### src/rtl/seed_tx_scheduler.sv
// seed_tx_scheduler: buffers 128-bit SEED ciphertext blocks and paces them one at a time into the byte serializer.
// Latency: a queued block seen in IDLE with the serializer idle gets ser_out_en 3 cycles later (LOAD, ARM, LAUNCH).
// Backpressure: blk_ready drops while DEPTH blocks are held; launches wait for ser_busy to fall plus GAP_CYCLES.
// Optional: define SEED_TX_SCHED_TIMEOUT_EN to drop a block whose launch never raises ser_busy (sets err_timeout).
module seed_tx_scheduler #(
    parameter int DEPTH          = 4,
    parameter int GAP_CYCLES     = 16,
    parameter int TIMEOUT_CYCLES = 1024
) (
    input  logic                     clk,
    input  logic                     reset,
    input  logic                     blk_valid,
    input  logic                     blk_first,
    input  logic [127:0]             blk_data,
    output logic                     blk_ready,
    input  logic                     ser_busy,
    output logic [127:0]             ser_seed,
    output logic                     ser_out_en,
    output logic                     ser_start1,
    output logic                     ser_in_en,
    output logic [$clog2(DEPTH):0]   fifo_count,
    output logic                     msg_active,
    output logic                     err_timeout
);

    localparam int AW    = $clog2(DEPTH);
    localparam int CW    = AW + 1;
    localparam int GAP_W = (GAP_CYCLES > 1) ? $clog2(GAP_CYCLES) : 1;
    localparam int TMO_W = (TIMEOUT_CYCLES > 1) ? $clog2(TIMEOUT_CYCLES) : 1;
    // One down-counter serves both the launch-acknowledge window and the inter-block gap.
    localparam int CNT_W = (GAP_W > TMO_W) ? GAP_W : TMO_W;

    typedef struct packed {
        logic         first;
        logic [127:0] data;
    } entry_t;

    typedef enum logic [2:0] {
        IDLE,
        LOAD,
        ARM,
        LAUNCH,
        WAIT_BUSY,
        WAIT_DONE,
        GAP
    } state_t;

    entry_t             mem [DEPTH];
    logic [AW-1:0]      wr_ptr;
    logic [AW-1:0]      rd_ptr;
    entry_t             head;
    logic               wr_en;
    logic               rd_en;
    state_t             state;
    logic               first_q;
    logic [CNT_W-1:0]   cnt;

    assign blk_ready = (fifo_count != CW'(DEPTH));
    assign wr_en     = blk_valid && blk_ready;
    // The head entry is consumed on the LOAD cycle; it was already copied out on entry to LOAD.
    assign rd_en     = (state == LOAD);
    assign head      = mem[rd_ptr];

    // FIFO storage: data plus the message-first flag, no reset needed on the payload.
    always_ff @(posedge clk) begin
        if (wr_en) begin
            mem[wr_ptr] <= '{first: blk_first, data: blk_data};
        end
    end

    // FIFO pointers and occupancy; pointers wrap naturally because DEPTH is a power of two.
    always_ff @(posedge clk) begin
        if (reset) begin
            wr_ptr     <= '0;
            rd_ptr     <= '0;
            fifo_count <= '0;
        end else begin
            if (wr_en) begin
                wr_ptr <= wr_ptr + AW'(1);
            end
            if (rd_en) begin
                rd_ptr <= rd_ptr + AW'(1);
            end
            case ({wr_en, rd_en})
                2'b10:   fifo_count <= fifo_count + CW'(1);
                2'b01:   fifo_count <= fifo_count - CW'(1);
                default: fifo_count <= fifo_count;
            endcase
        end
    end

    // Launch sequencer: every serializer-facing output is registered here.
    always_ff @(posedge clk) begin
        if (reset) begin
            state      <= IDLE;
            ser_seed   <= '0;
            first_q    <= 1'b0;
            ser_start1 <= 1'b0;
            ser_out_en <= 1'b0;
            ser_in_en  <= 1'b0;
            msg_active <= 1'b0;
            cnt        <= '0;
`ifdef SEED_TX_SCHED_TIMEOUT_EN
            err_timeout <= 1'b0;
`endif
        end else begin
            ser_out_en <= 1'b0;
            ser_in_en  <= 1'b0;
            case (state)
                IDLE: begin
                    // A busy serializer (e.g. still finishing a foreign send) holds off the launch.
                    if (fifo_count != '0 && !ser_busy) begin
                        ser_seed   <= head.data;
                        first_q    <= head.first;
                        ser_start1 <= head.first;
                        state      <= LOAD;
                    end
                end
                LOAD: begin
                    // Strobe start1 in only for a message-first block; this restarts the serializer.
                    ser_in_en <= first_q;
                    state     <= ARM;
                end
                ARM: begin
                    ser_out_en <= 1'b1;
                    if (first_q) begin
                        msg_active <= 1'b1;
                    end
                    state <= LAUNCH;
                end
                LAUNCH: begin
                    cnt   <= CNT_W'(TIMEOUT_CYCLES - 1);
                    state <= WAIT_BUSY;
                end
                WAIT_BUSY: begin
`ifdef SEED_TX_SCHED_TIMEOUT_EN
                    if (ser_busy) begin
                        state <= WAIT_DONE;
                    end else if (cnt == '0) begin
                        // Serializer never acknowledged: drop this block and move on.
                        err_timeout <= 1'b1;
                        state       <= IDLE;
                        if (fifo_count == '0) begin
                            msg_active <= 1'b0;
                        end
                    end else begin
                        cnt <= cnt - CNT_W'(1);
                    end
`else
                    if (ser_busy) begin
                        state <= WAIT_DONE;
                    end
`endif
                end
                WAIT_DONE: begin
                    if (!ser_busy) begin
                        cnt   <= CNT_W'(GAP_CYCLES - 1);
                        state <= GAP;
                    end
                end
                GAP: begin
                    if (cnt == '0) begin
                        state <= IDLE;
                        if (fifo_count == '0) begin
                            msg_active <= 1'b0;
                        end
                    end else begin
                        cnt <= cnt - CNT_W'(1);
                    end
                end
                default: state <= IDLE;
            endcase
        end
    end

`ifndef SEED_TX_SCHED_TIMEOUT_EN
    assign err_timeout = 1'b0;
`endif

endmodule

### config.mk
export PLATFORM = sky130hd
export DESIGN_NAME = seed_tx_scheduler
export DESIGN_NICKNAME = d
export VERILOG_FILES = /design/src/rtl/seed_tx_scheduler.sv
export SDC_FILE = /design/constraint.sdc
export NUM_CORES = 1
export LEC_CHECK = 0
export CORE_ASPECT_RATIO = 0.9
export CORE_MARGIN = 3
export CORE_UTILIZATION = 52
export CTS_BUF_LIST = sky130_fd_sc_hd__clkbuf_2 sky130_fd_sc_hd__clkbuf_4 sky130_fd_sc_hd__clkbuf_8
export DETAILED_ROUTE_END_ITERATION = 10
export PLACE_DENSITY_LB_ADDON = 0.3
export SLEW_MARGIN = 30
export SYNTH_ARGS = -nofsm -noshare
export SYNTH_HDL_FRONTEND = slang
export SYNTH_SLANG_ARGS = --single-unit
### constraint.sdc
create_clock -name clk -period 4.4 [get_ports clk]
set_input_delay 0.66 -clock clk [delete_from_list [all_inputs] [get_ports clk]]
set_output_delay 0.66 -clock clk [all_outputs]
set_load 0.02 [all_outputs]
==> impl_metrics.ini, run 1 <==
[clocking]
clk_latency_ps = 670
path_clk_slew_ps = 60
cts_buffer_depth = 3
ctsHoldBuffers = 0
ctsResizeCount = 0
htree_levels = 3
cts_num_sinks = 668
numCtsBuffers = 101
cts_tree = built
cts_root_buffer = clkbuf_8
postCtsSetupBuffers = 0

[floorplanning]
coreArea_um2 = 45740
die_w_um = 233.7
die_h_um = 210.9
rows = 74
io_pins = 270
start_util_pct = 53.05
dieArea_um2 = 49290

[power]
total_power_mw = 17.61
combPwrFrac_pct = 25.0
p_switching_mw = 5.093
p_int_mw = 12.51
ir_worst_vdd_mv = 0.4155
power.leakage_nw = 9.572
clock_power_share_pct = 28.8
power_density_nw_per_um2 = 590.8
p_sw_share_pct = 28.92
pwr-share-seq_pct = 46.2

[detailed_routing]
viasPerCell = 5.476
wl_met3_um = 3809
ant_nets = 0
remaining_drc_errors = 0
drt_iter0_markers = 815
vias = 13140
wirelength_met1_um = 20580
routed.top_layer = met5
wl_met2_um = 24850
dr.pass1.iters = 5
wirelength_um = 50310
wire_per_inst_um = 20.96

[global_routing]
grt_pass1_vias = 13690
grt_usage_pct = 20.88
grt_antenna_before_repair = 9
grt_max_degree = 75
grt_pass1_wl_um = 78290
grt-ovfl-total = 0

[logic_synthesis]
synth.distinct_cells = 52
synth_fa_ha_area_share_pct = 0.3919
yosys.area.top_type = edfxtp_1
async_reset_ff_share_pct = 0
synth_mux_area_share_pct = 11.97
synth_top_family_by_area = multiplexers
synth_nets = 1531
ys_ff_latch = 668
syn-mean-instance-area_um2 = 17.44
synth_compound_area_share_pct = 4.058
synthCells = 1391
yosysSeqAreaShare_pct = 76.40
synth_most_common_cell = edfxtp_1
yosys_most_used_dff = edfxtp_1
synth_edf_count = 516
synth.area.top_cells = edfxtp_1 (64%), dfxtp_1 (13%), mux4_2 (12%)
yosys-top-cells-count = edfxtp_1 (516), nand2_1 (265), dfxtp_1 (152)
synth_xor_area_share_pct = 0.1805
synth.cell_area_um2 = 24260
netlist.area_leader.share_pct = 63.86
synthSimpleGateAreaFrac_pct = 5.316
yosys_warnings = 0

[place]
port_buffers = 268
dp.cells = 2206
place.gp.congestion = 0.7781
dpl.hpwl_um = 28310

[sta]
final-setup-viol-count = 0
slew_violations = 0
setup_tns_ps = 0
rsz0062_at_grt = false
finalCritPeriodShare_pct = 64.04
max_freq_ghz = 0.3549
fin_hold_ws_ps = 450.9
finalHoldViolCount = 0
slew_headroom_pct = 36.07
final.min_clock_period_ps = 2818
skew_ps = 27.25
tightest_slew_ps = 958.9

[worst_setup_path]
reg2reg_from = state[0]
worstSetupEndpointType = output port
crit_path_max_fanout = 6
cp.required_ps = 3740
cp-start-kind = register
path_class = register to output port
crit_start = fifo_count[2]
critPathArrivalTime_ps = 2160

[finish]
fillCellCount = 3263
instances_no_fill = 2400
nets = 1843
drive_gt1_share_pct = 19.12
syn_to_final_growth_pct = 22.83

[run]
max-cap-violations = 0

[worst_hold_path]
hp-class = register to register
min-delay-start = ser_seed[63]

[outcome]
status = completed
## power by group through the flow
| stage | clock network, mW | registers [mW] | logic, mW |
|---|---|---|---|
| global placement | 0 | 8.24 | 4.40 |
| finish | 5.06 | 8.14 | 4.40 |
| floorplan | 0 | 8.53 | 2.52 |
| global route | 5.51 | 8.23 | 4.78 |
| CTS | 5.20 | 8.15 | 4.47 |
| detailed placement | 0 | 8.27 | 4.46 |
## worst paths after layout
path	to	slack, ps	cells past startpoint
max reg2reg	fifo_count[2]	1810	7
min reg2reg	ser_seed[63]	450	2
min	ser_seed[63]	450	2
max	blk_ready	1580	2
## layout make-up
| type | count | area [um2] | share of cell area, % |
|---|---|---|---|
| inverters | 13 | 48.80 | 0.1637 |
| flip-flops and latches | 668 | 18550 | 62.23 |
| repair buffers | 289 | 2994 | 10.05 |
| diodes | 3 | 7.507 | 0.02519 |
| well taps | 608 | 760.7 | 2.552 |
| multi-input cells | 630 | 5360 | 17.98 |
| clock buffers | 154 | 1888 | 6.335 |
| clock inverters | 35 | 198.9 | 0.6675 |
## placed cells by master, fill, tap and decap left out, types with 3 or more instances in the layout
| cell type | n |
|---|---|
| a211oi_1 | 4 |
| a21o_1 | 4 |
| a21oi_1 | 142 |
| a31o_2 | 3 |
| and3_4 | 5 |
| buf_12 | 9 |
| buf_4 | 10 |
| clkbuf_4 | 37 |
| clkbuf_8 | 117 |
| clkdlybuf4s50_1 | 267 |
| clkinv_1 | 14 |
| clkinv_2 | 15 |
| clkinvlp_4 | 4 |
| dfxtp_1 | 150 |
| diode_2 | 3 |
| edfxtp_1 | 516 |
| ha_1 | 6 |
| inv_1 | 13 |
| mux4_2 | 129 |
| nand2_1 | 265 |
| nand2b_1 | 3 |
| nor2_1 | 14 |
| nor3_1 | 4 |
| o221a_1 | 4 |
| or3_1 | 4 |
| xor2_1 | 3 |
## critical path, stage by stage (launching register included)
cell             delay [ps]
dfxtp_1                 390
or3b_1                  510
clkdlybuf4s50_1         610
## logic make-up (layout without fill, tap and decap cells)
logic type / Yosys count / count (layout)
mux: 129 / 129
flops: 668 / 668
fa+ha+maj: 7 / 7
xor+xnor: 5 / 5
compound gates: 175 / 175
buf+inv: 93 / 491
simple gates: 313 / 313
other cells: 1 / 4
## routing by layer
layer	vias to the layer above	global-route usage, %
li1	5973	-
met1	6648	27.75
met2	416	34.03
met3	93	6.122
met4	12	5.951
met5	-	0
## sequential cells by signal, summed over array words and instances (netlist names)
register / flops
rd_ptr: 2
ser_seed: 128
ser_in_en: 1
mem: 516
first_q: 1
wr_ptr: 2
ser_out_en: 1
cnt: 10
msg_active: 1
fifo_count: 3
state: 3
## metrics by stage
step                      cell area, um2  setup WS, ps  util [%]
after global placement             27650          1594     60.45
after floorplan                    24260         28.52         -
after global routing               29800          1486     65.15
after CTS                          29740          1533     65.02
final                              29800          1582     65.16
after detailed placement           27650          1541     60.45
(Power assumes the default switching activity.)
==> inputs of run 2 (changes only) <==
- CORE_UTILIZATION: 52 -> 58
- clock period: 4.4 -> 2.9 ns (I/O delays scaled with it)
==> run 2 against run 1 <==
Compared with the run above:
- sequential power rose by 52%
- global-route usage increased by 2.4 points
- non-clock buffer count rose by 35
- clock power up 49%
- sequential share of layout area shrank 0.47 points
- sequential cell count unchanged
- register-to-register slack got worse by 1400 ps
- largest cell class unchanged
==> impl_metrics.ini, run 2 (synthesized netlist as in run 1, its figures left out) <==
[global_routing]
grt_usage_pct = 23.28
grt_max_degree = 81
grt_pass1_vias = 14030
grt_antenna_before_repair = 5
grt_pass1_wl_um = 79320
grt-ovfl-total = 0

[worst_setup_path]
cp.required_ps = 2470
worstSetupEndpointType = output port
path_class = register to output port
path_cells = or3b_1, clkdlybuf4s50_1
slowest_delay_ps = 580
critPathArrivalTime_ps = 2090
cp-start-kind = register
critPathSlowestCell = clkdlybuf4s50_1
crit_path_max_fanout = 6
reg2reg_slack_ps = 430

[outcome]
status = completed

[finish]
syn_to_final_growth_pct = 23.77
regMostFlops = mem
nets = 1876
layout_commonest_cell = edfxtp_1
drive_gt1_share_pct = 20.20
fin_area_um2 = 30030
largest_reg_flops = 516
final_cell_mix = edfxtp_1 (516), clkdlybuf4s50_1 (267), nand2_1 (265)
biggestRegsByFlops = mem: 516 flops, ser_seed: 128 flops, cnt: 10 flops
instances_no_fill = 2364

[worst_hold_path]
hp-class = input pin to register

[clocking]
ctsHoldBuffers = 0
ctsResizeCount = 0
clk_latency_ps = 680
postCtsSetupBuffers = 0
cts_root_buffer = clkbuf_8
cts_num_sinks = 668
htree_levels = 3
cts_buffer_depth = 3
path_clk_slew_ps = 60
cts_tree = built
numCtsBuffers = 99

[floorplanning]
io_pins = 270
dieArea_um2 = 44330
rows = 70
die_h_um = 200.0
start_util_pct = 59.20
coreArea_um2 = 40990
die_w_um = 221.6

[sta]
slew_violations = 0
tightest_slew_ps = 652.7
finalCritPeriodShare_pct = 87.03
finalHoldViolCount = 0
max_freq_ghz = 0.3962
skew_ps = 26.66
setup_ws_ps = 376.1
slew_headroom_pct = 56.49
setup_tns_ps = 0
rsz0062_at_grt = false
final-setup-viol-count = 0
final.min_clock_period_ps = 2524

[detailed_routing]
wire_per_inst_um = 21.77
remaining_drc_errors = 0
dr.pass1.iters = 5
wirelength_um = 51460
ant_nets = 0
drt_iter0_markers = 1050
viasPerCell = 5.702
vias = 13480

[power]
power.leakage_nw = 9.754
total_power_mw = 26.86
ir_worst_vdd_mv = 0.8332
power_density_nw_per_um2 = 894.4

[place]
port_buffers = 268
place.gp.congestion = 0.7729
placed_cell_area_um2 = 27990
pre_cts_ws_ps = 389.2
dp.cells = 2175
dpl.hpwl_um = 31270

[run]
max-cap-violations = 0
==> run 2: cell types whose count changed in the layout (fill, tap and decap cells not counted), sizes merged <==
cell | previous run | this run
buf | 22 | 57
bufinv | 1 | 0
clkbuf | 154 | 148
clkinv | 29 | 33
clkinvlp | 4 | 2
diode | 3 | 2
inv | 14 | 17
==> run 2: metrics by stage <==
stage / util (%) / hold WS, ps
after global placement: 68.29 / 440.1
after detailed placement: 68.29 / 445.7
final: 73.27 / 206.9
after CTS: 73.25 / 152.4
after global routing: 73.25 / 173.4
after floorplan: - / 469.2
==> run 2: cell type report <==
class | count | area (um2)
Sequential cell | 668 | 18550
Fill cell | 2460 | 10960
Multi-Input combinational cell | 630 | 5360
Timing Repair Buffer | 324 | 3363
Clock buffer | 148 | 1831
Tap cell | 540 | 675.6
Clock inverter | 39 | 202.7
Inverter | 13 | 48.80
Antenna cell | 2 | 5.005
==> run 2: report_power, final <==
| part | switching, mW | internal (mW) | total, mW |
|---|---|---|---|
| sequential | 0.711 | 11.6 | 12.4 |
| clock | 3.49 | 4.07 | 7.56 |
| combinational | 3.67 | 3.28 | 6.95 |
| total | 7.87 | 19.0 | 26.9 |
==> run 2: critical path: cells and delay by family (launching register included) <==
family                 cells  cell delay (ps)
and+or+nand+nor            1              470
DFF                        1              380
buffers and inverters      1              580
==> run 2: final timing paths <==
kind                                     from       endpoint  cells past startpoint
worst max-delay path            fifo_count[2]      blk_ready                      2
worst min-delay path                    reset      rd_ptr[0]                      2
worst max register to register  fifo_count[2]  fifo_count[2]                      9
worst min register to register   ser_seed[36]   ser_seed[36]                      2
==> run 2: metal layers <==
metal | vias up | wire [um] | GRT usage, %
li1 | 6054 | - | -
met1 | 6882 | 21290 | 31.47
met2 | 447 | 25660 | 38.29
met3 | 89 | 3343 | 5.907
met4 | 8 | 1109 | 7.202
met5 | - | 65 | 0
==> inputs of run 3 (changes only) <==
- PLACE_DENSITY_LB_ADDON: 0.3 -> 0.25
==> run 3 against run 2 <==
Compared with the run above:
- clock skew is 6.8 ps lower
- sequential power hardly changed
- design area hardly changed
- maximum frequency is 1.4% higher
- largest cell class unchanged
==> impl_metrics.ini, run 3 (synthesized netlist as in run 1, its figures left out) <==
[outcome]
status = completed

[place]
place.gp.congestion = 0.7945
dpl.hpwl_um = 29810
port_buffers = 268

[finish]
regMostFlops = mem
layout_commonest_cell = edfxtp_1
syn_to_final_growth_pct = 23.64
drive_gt1_share_pct = 19.94
fillCellCount = 2511
multiInputGateArea_um2 = 5360
final_cell_mix = edfxtp_1 (516), clkdlybuf4s50_1 (267), nand2_1 (265)
nets = 1861
biggestRegsByFlops = mem: 516 flops, ser_seed: 128 flops, cnt: 10 flops
regArea_um2 = 18550
largest_reg_flops = 516
post-route-util_pct = 73.19

[clocking]
postCtsSetupBuffers = 0
cts_num_sinks = 668
ctsResizeCount = 0
cts_root_buffer = clkbuf_8
path_clk_slew_ps = 60
ctsHoldBuffers = 0
cts_tree = built
clk_latency_ps = 680
htree_levels = 3
numCtsBuffers = 101
cts_buffer_depth = 3

[global_routing]
grt_max_degree = 83
grt_antenna_before_repair = 12
grt-ovfl-total = 0
grt_pass1_wl_um = 79040
grt_pass1_vias = 13920
grt_usage_pct = 23.30

[sta]
final-setup-viol-count = 0
skew_ps = 19.87
fin_hold_ws_ps = 72.59
finalHoldViolCount = 0
rsz0062_at_grt = false
max_freq_ghz = 0.4018
finalCritPeriodShare_pct = 85.83
tightest_slew_ps = 708.3
slew_headroom_pct = 52.78
slew_violations = 0
final.min_clock_period_ps = 2489

[worst_setup_path]
critPathArrivalTime_ps = 2050
crit_path_max_fanout = 6
worstSetupEndpointType = output port
path_class = register to output port
cp-start-kind = register
cp.required_ps = 2470

[power]
total_power_mw = 26.91
pwr-share-seq_pct = 45.5
power.leakage_nw = 9.716
clock_power_share_pct = 28.7
ir_worst_vdd_mv = 0.6410
combPwrFrac_pct = 25.7
p_sw_share_pct = 29.03
p_int_mw = 19.10
p_switching_mw = 7.814
power_density_nw_per_um2 = 897.0

[detailed_routing]
drt_iter0_markers = 885
ant_nets = 0
vias = 13410
remaining_drc_errors = 0
wirelength_um = 51120
dr.pass1.iters = 5
viasPerCell = 5.697
wire_per_inst_um = 21.73

[run]
max-cap-violations = 0

[floorplanning]
rows = 70
die_w_um = 221.6
coreArea_um2 = 40990
dieArea_um2 = 44330
io_pins = 270
die_h_um = 200.0
start_util_pct = 59.20

[worst_hold_path]
hp-class = input pin to register
## run 3: cell types whose count changed in the layout (fill, tap and decap cells not counted), moves of 3 or more
cell,change
buf_4,-20
clkbuf_4,+13
clkinv_1,-5
clkbuf_8,-3
## run 3: routing by layer
| layer | global-route usage [%] | up-vias | share of wire (%) |
|---|---|---|---|
| met5 | 0 | - | 0.25 |
| met4 | 7.937 | 18 | 2.2 |
| met3 | 6.814 | 90 | 7.1 |
| met2 | 38.75 | 426 | 50 |
| met1 | 30.14 | 6837 | 40 |
| li1 | - | 6034 | - |
## run 3: layout make-up
type	count	area share [%]
sequential	668	61.81
multi-input combinational	630	17.87
timing repair buffer	307	10.91
clock buffer	158	6.289
tap	540	2.252
clock inverter	34	0.6840
inverter	13	0.1626
antenna	3	0.02502
## run 3: worst paths after layout
kind                  from       endpoint  slack, ps  cells past startpoint
max          fifo_count[0]      blk_ready        410                      2
min                  reset      rd_ptr[0]         70                      2
min reg2reg   ser_seed[90]   ser_seed[90]        450                      2
max reg2reg  fifo_count[0]  fifo_count[2]        490                      9
## run 3: power by group through the flow
stage,registers (mW),logic [mW],clock network (mW)
global route,12.4,7.46,8.34
floorplan,12.9,3.83,0
detailed placement,12.4,6.95,0
CTS,12.3,6.97,7.91
global placement,12.4,6.86,0
finish,12.3,6.93,7.73
## run 3: through the flow
| stage | instances | setup TNS [ps] | setup slack, ps | area, um2 |
|---|---|---|---|---|
| final | 2353 | 0 | 410.9 | 30000 |
| after global routing | 2352 | 0 | 261.6 | 30000 |
| after detailed placement | 2157 | 0 | 414.6 | 27870 |
| after CTS | 2349 | 0 | 345.3 | 29970 |
| after floorplan | 1391 | -2975 | -5.765 | 24270 |
| after global placement | 2157 | 0 | 434.3 | 27870 |
## run 3: worst max-delay path, stage by stage (launching register included)
cell,delay (ps)
dfxtp_1,350
or3b_1,470
clkdlybuf4s50_1,570
==> edit 1: new RTL, config.mk and constraints of run 2 <==
The option `SEED_TX_SCHED_TIMEOUT_EN` is turned on by a define.
--- a/src/rtl/seed_tx_scheduler.sv
+++ b/src/rtl/seed_tx_scheduler.sv
@@ -2,6 +2,8 @@
 // Latency: a queued block seen in IDLE with the serializer idle gets ser_out_en 3 cycles later (LOAD, ARM, LAUNCH).
 // Backpressure: blk_ready drops while DEPTH blocks are held; launches wait for ser_busy to fall plus GAP_CYCLES.
 // Optional: define SEED_TX_SCHED_TIMEOUT_EN to drop a block whose launch never raises ser_busy (sets err_timeout).
+`define SEED_TX_SCHED_TIMEOUT_EN
+
 module seed_tx_scheduler #(
     parameter int DEPTH          = 4,
     parameter int GAP_CYCLES     = 16,
Behaviour: no difference found for any inputs over 4 cycles, from zero or initial values and one cycle with reset high; that may be too few to reach the edited logic, so the function may still have changed.
==> edit 1 against run 2 <==
- sequential cell count grew 1
- global-route usage shrank 0.61 points
- total power shrank 2.4%
- cell area shrank 0.94%
- wire length shrank 3.0%
- worst setup slack lost 0.0021 ns
- area after synthesis shrank 0.18%
- largest power group unchanged
==> edit 1: results (changes against run 2) <==
stage	metric	value	unit	change
synth	synth cell count leaders	516 x edfxtp_1, 270 x nand2_1, 153 x dfxtp_1		
timing	Final Worst Setup Slack	0.3739	ns	-0.002115 ns
timing	hold slack	0.2283	ns	+0.02146 ns
synth	Synth cell types	40		-23%
place	dpl hpwl	28500	um	-8.9%
min_path	Hold Path Sink	cnt[0]		
synth	Synth Area in XOR/XNOR	0.2893	%	+0.11 points
synth	Syn Area/Cell	17.30	sq um	-0.82%
synth	post-synthesis compound-gate area fraction	3.595	%	-0.46 points
min_path	Worst Hold Launch	reset		
drt	WL per Instance	21.29	um	-2.2%
clock_tree	Max Buffers Root-to-Sink	3		unchanged
critical_path	Worst Reg-to-Reg Cells	7		-2
finish	Layout Nets	1853		-1.2%
place	placed insts	2152		-1.1%
global_route	largest net degree at the start of global routing	93		+15%
status	status	finished clean		
synth	Post-Syn Nets	1540		+0.59%
place	Placed Area	27690	sq um	-1.1%
synth	post-synthesis mux area share	12.04	%	+0.063 points
min_path	Hold Path Class	input pin to flip-flop		
global_route	first-pass GRT wire length	76890	um	-3.1%
critical_path	R2R setup slack	0.53	ns	+0.10 ns
synth	post-synthesis sequential area ratio	76.62	%	+0.22 points
drt	Routed WL	49910	um	-3.0%
place	Port Buf Inserts	269		+0.37%
global_route	initial antenna violation count	5		unchanged
place	GP Congestion	0.7340		-5.0%
drt	first-pass iteration count of the detailed router	5		unchanged
min_path	hold-critical path depth	4		+2
clock_tree	Max H-tree Level	3		unchanged
critical_path	Setup crit start	fifo_count[0]		
critical_path	R2R Path Start	state[2]		
critical_path	CP max stage cell	clkdlybuf4s50_1		
power	IR Drop Worst-Case VDD	0.0005353	V	-36%
clock_tree	cts bufs inserted	99		unchanged
synth	Synth Area in Adders	0.3926	%	+0.00071 points
drt	initial drt markers	953		-9.2%
place	Placement Setup Slack	0.4093	ns	+0.02011 ns
drt	vias per inst	5.679		-0.40%
power	LEAKAGE	9.571	nW	-1.9%
timing	worst slew pin tran	0.7519	ns	+0.09919 ns
global_route	vias in the first global route	13850		-1.3%
synth	yosys warns	0		unchanged
timing	Clock Skews	0.02396	ns	-0.002700 ns
finish	share of cells above drive strength 1	18.79	%	-1.4 points
synth	main area contributors after synthesis	edfxtp_1 64%, dfxtp_1 13%, mux4_2 12%		
critical_path	Crit path largest cell delay	0.73	ns	+0.15 ns
finish	Fillers	2445		-0.61%
clock_tree	Post-CTS Setup Inserts	0		unchanged
global_route	GRT Total Usage	22.67	%	-0.61 points
-- edit 1: changes by cell type in the layout (fill, tap and decap cells not counted), moves of 5 or more --
cell / change
buf_4: -29
clkbuf_4: +10
o21ai_0: +10
nor3_1: +5
-- edit 1: cell type report --
class | instances | area (sq um) | share of cell area [%]
sequential | 669 | 18570 | 62.40
antenna | 5 | 12.51 | 0.04206
timing repair buffer | 292 | 3075 | 10.34
inverter | 10 | 37.54 | 0.1262
tap | 540 | 675.6 | 2.271
clock buffer | 155 | 1864 | 6.267
clock inverter | 32 | 181.4 | 0.6098
multi-input combinational | 641 | 5338 | 17.94
-- edit 1: power breakdown --
part           leakage [nW]  internal (mW)  switching (mW)  total, mW
sequential             5.98           11.6           0.515       12.1
clock                  1.08           4.18            3.40       7.58
combinational          2.50           2.93            3.57       6.50
total                  9.57           18.7            7.48       26.2
-- edit 1: routing by layer --
metal  wire length [um]  GRT usage (%)
met5                 27              0
met4               1326          8.417
met3               3400          5.717
met2              24880          37.31
met1              20280          30.04
==> edit 2: new RTL, config.mk and constraints of run 2 <==
Without the edit above. Re-encode `state_t` (7 states) as one-hot, 7 bits wide.
--- a/src/rtl/seed_tx_scheduler.sv
+++ b/src/rtl/seed_tx_scheduler.sv
@@ -35,14 +35,14 @@
         logic [127:0] data;
     } entry_t;
 
-    typedef enum logic [2:0] {
-        IDLE,
-        LOAD,
-        ARM,
-        LAUNCH,
-        WAIT_BUSY,
-        WAIT_DONE,
-        GAP
+    typedef enum logic [6:0] {
+        IDLE      = 7'b0000001,
+        LOAD      = 7'b0000010,
+        ARM       = 7'b0000100,
+        LAUNCH    = 7'b0001000,
+        WAIT_BUSY = 7'b0010000,
+        WAIT_DONE = 7'b0100000,
+        GAP       = 7'b1000000
     } state_t;
 
     entry_t             mem [DEPTH];
Check against the original RTL: same outputs for any inputs over 4 cycles, from zero or initial values and one cycle with reset high; so few cycles prove little.
==> edit 2 against run 2 <==
- wire length down 0.85%
- fmax up 1.6%
- area after synthesis rose by 1.4%
- cell area up 0.98%
- highest routed layer unchanged
- worst setup slack gained 0.040 ns
- sequential cell count grew 4
- worst hold slack got worse by 0.013 ns
- count of clock-buffer cells in the layout increased by 14
Power is not compared: it rests on default switching activity, and its combinational part moved more than twofold at a synthesized area within 25%.
==> edit 2: results (changes against run 2) <==
stage	metric	value	unit	change
min_path	Hold Path Class	input pin to flip-flop		
finish	share of cells above drive strength 1	20.18	%	about the same
synth	main area contributors after synthesis	edfxtp_1 63%, dfxtp_1 13%, mux4_2 12%		
power	LEAKAGE	9.783	nW	
finish	Largest regs	mem x516, ser_seed x128, cnt x10		
clock_tree	Max H-tree Level	3		unchanged
power	IR Drop Worst-Case VDD	0.0004542	V	
finish	Layout Nets	1900		+1.3%
synth	yosys warns	0		unchanged
clock_tree	Skew-Pair Late Insertion Delay	0.69	ns	
synth	Synth cell types	61		+17%
clock_tree	cts bufs inserted	100		+1.0%
synth	synth cell count leaders	516 x edfxtp_1, 266 x nand2_1, 156 x dfxtp_1		
clock_tree	Post-CTS Setup Inserts	0		unchanged
timing	worst slew pin tran	0.8221	ns	+0.1694 ns
global_route	initial antenna violation count	4		-1
clock_tree	post-cts resize count	0		unchanged
drt	initial drt markers	1121		+6.8%
critical_path	largest fanout on the critical path	13		+7
clock_tree	root buf cell	clkbuf_8		
status	status	finished clean		
global_route	vias in the first global route	14210		+1.3%
drt	WL per Instance	21.40	um	-1.7%
clock_tree	Max Buffers Root-to-Sink	3		unchanged
drt	first-pass iteration count of the detailed router	5		unchanged
global_route	GRT Total Usage	23.08	%	-0.20 points
synth	Main synth FF type	edfxtp_1		
critical_path	Worst EP arrival	3.09	ns	+1.00 ns
timing	Clock Skews	0.03229	ns	+0.005633 ns
clock_tree	clock-pin transition on the worst setup and hold timing paths	0.06	ns	about the same
global_route	first-pass GRT wire length	79960	um	+0.80%
place	GP Congestion	0.8266		+6.9%
synth	Post-Syn Nets	1572		+2.7%
finish	Fillers	2487		+1.1%
synth	post-synthesis sequential area ratio	75.65	%	-0.75 points
synth	Post-synth EDFFs	516		unchanged
drt	Vias	13560		+0.59%
synth	share of synthesized flip-flops with an asynchronous set or reset	0	%	unchanged
global_route	largest net degree at the start of global routing	71		-12%
place	Port Buf Inserts	268		unchanged
place	dpl hpwl	30360	um	-2.9%
place	Placed Area	28180	sq um	+0.66%
edit 2: changes by cell type in the layout (fill, tap and decap cells not counted), sizes merged, moves of 8 or more:
cell	before	now
buf	57	39
clkinv	33	15
clkbuf	148	162
nor2	14	28
nand3	2	10
edit 2: area by class of cell:
type | instances | area [sq um] | share of cell area [%]
Sequential cell | 672 | 18630 | 61.42
Multi-Input combinational cell | 666 | 5597 | 18.45
Timing Repair Buffer | 306 | 3228 | 10.64
Clock buffer | 162 | 1961 | 6.465
Tap cell | 540 | 675.6 | 2.228
Clock inverter | 23 | 185.2 | 0.6106
Inverter | 14 | 52.55 | 0.1733
Antenna cell | 1 | 2.502 | 0.008252
edit 2: final timing paths:
check	start	to	slack (ns)	cells after the start
worst max-delay path	state[4]	fifo_count[2]	0.42	9
worst min-delay path	reset	fifo_count[0]	0.19	2
worst max register to register	state[4]	fifo_count[2]	0.42	9
worst min register to register	ser_seed[15]	ser_seed[15]	0.45	2
edit 2: power breakdown:
| part | switching (mW) | internal (mW) | total [mW] | leakage [nW] |
|---|---|---|---|---|
| registers | 0.177 | 10.9 | 11.1 | 6.01 |
| clock network | 3.46 | 4.48 | 7.93 | 1.15 |
| logic | 1.04 | 0.819 | 1.86 | 2.62 |
| total | 4.67 | 16.2 | 20.9 | 9.78 |
edit 2: metal layers:
metal,vias to the layer above,global-route usage [%],wire (um)
li1,6156,-,-
met1,6860,30.27,20340
met2,446,38.14,25820
met3,91,6.448,3647
met4,6,7.037,1157
met5,-,0,60
edit 2: critical path, stage by stage, from the launching register on:
cell and delay (ns):
dfxtp_1 0.47, nor3_1 0.35, nand4b_1 0.20, inv_1 0.15, ha_1 0.20, inv_1 0.06
fa_1 0.37, xor2_1 0.15, or3_1 0.31, a21oi_1 0.15
edit 2: logic make-up (layout without fill, tap and decap cells):
logic type | count (synthesis) | in the layout | share of synthesized area, %
other cells | 1 | 2 | 0.01524
compound gates | 178 | 178 | 4.133
mux | 129 | 129 | 11.80
buf+inv | 94 | 505 | 1.769
xor+xnor | 8 | 8 | 0.2847
simple gates | 343 | 343 | 5.958
flops | 672 | 672 | 75.65
fa+ha+maj | 7 | 7 | 0.3864
edit 2: per-stage QoR:
step,setup WS (ns),std cells
2_1_floorplan,-0.08217,1432
3_3_place_gp,0.4317,2198
3_5_place_dp,0.3961,2198
4_1_cts,0.3797,2383
5_1_grt,0.2543,2384
6_report,0.4162,2384
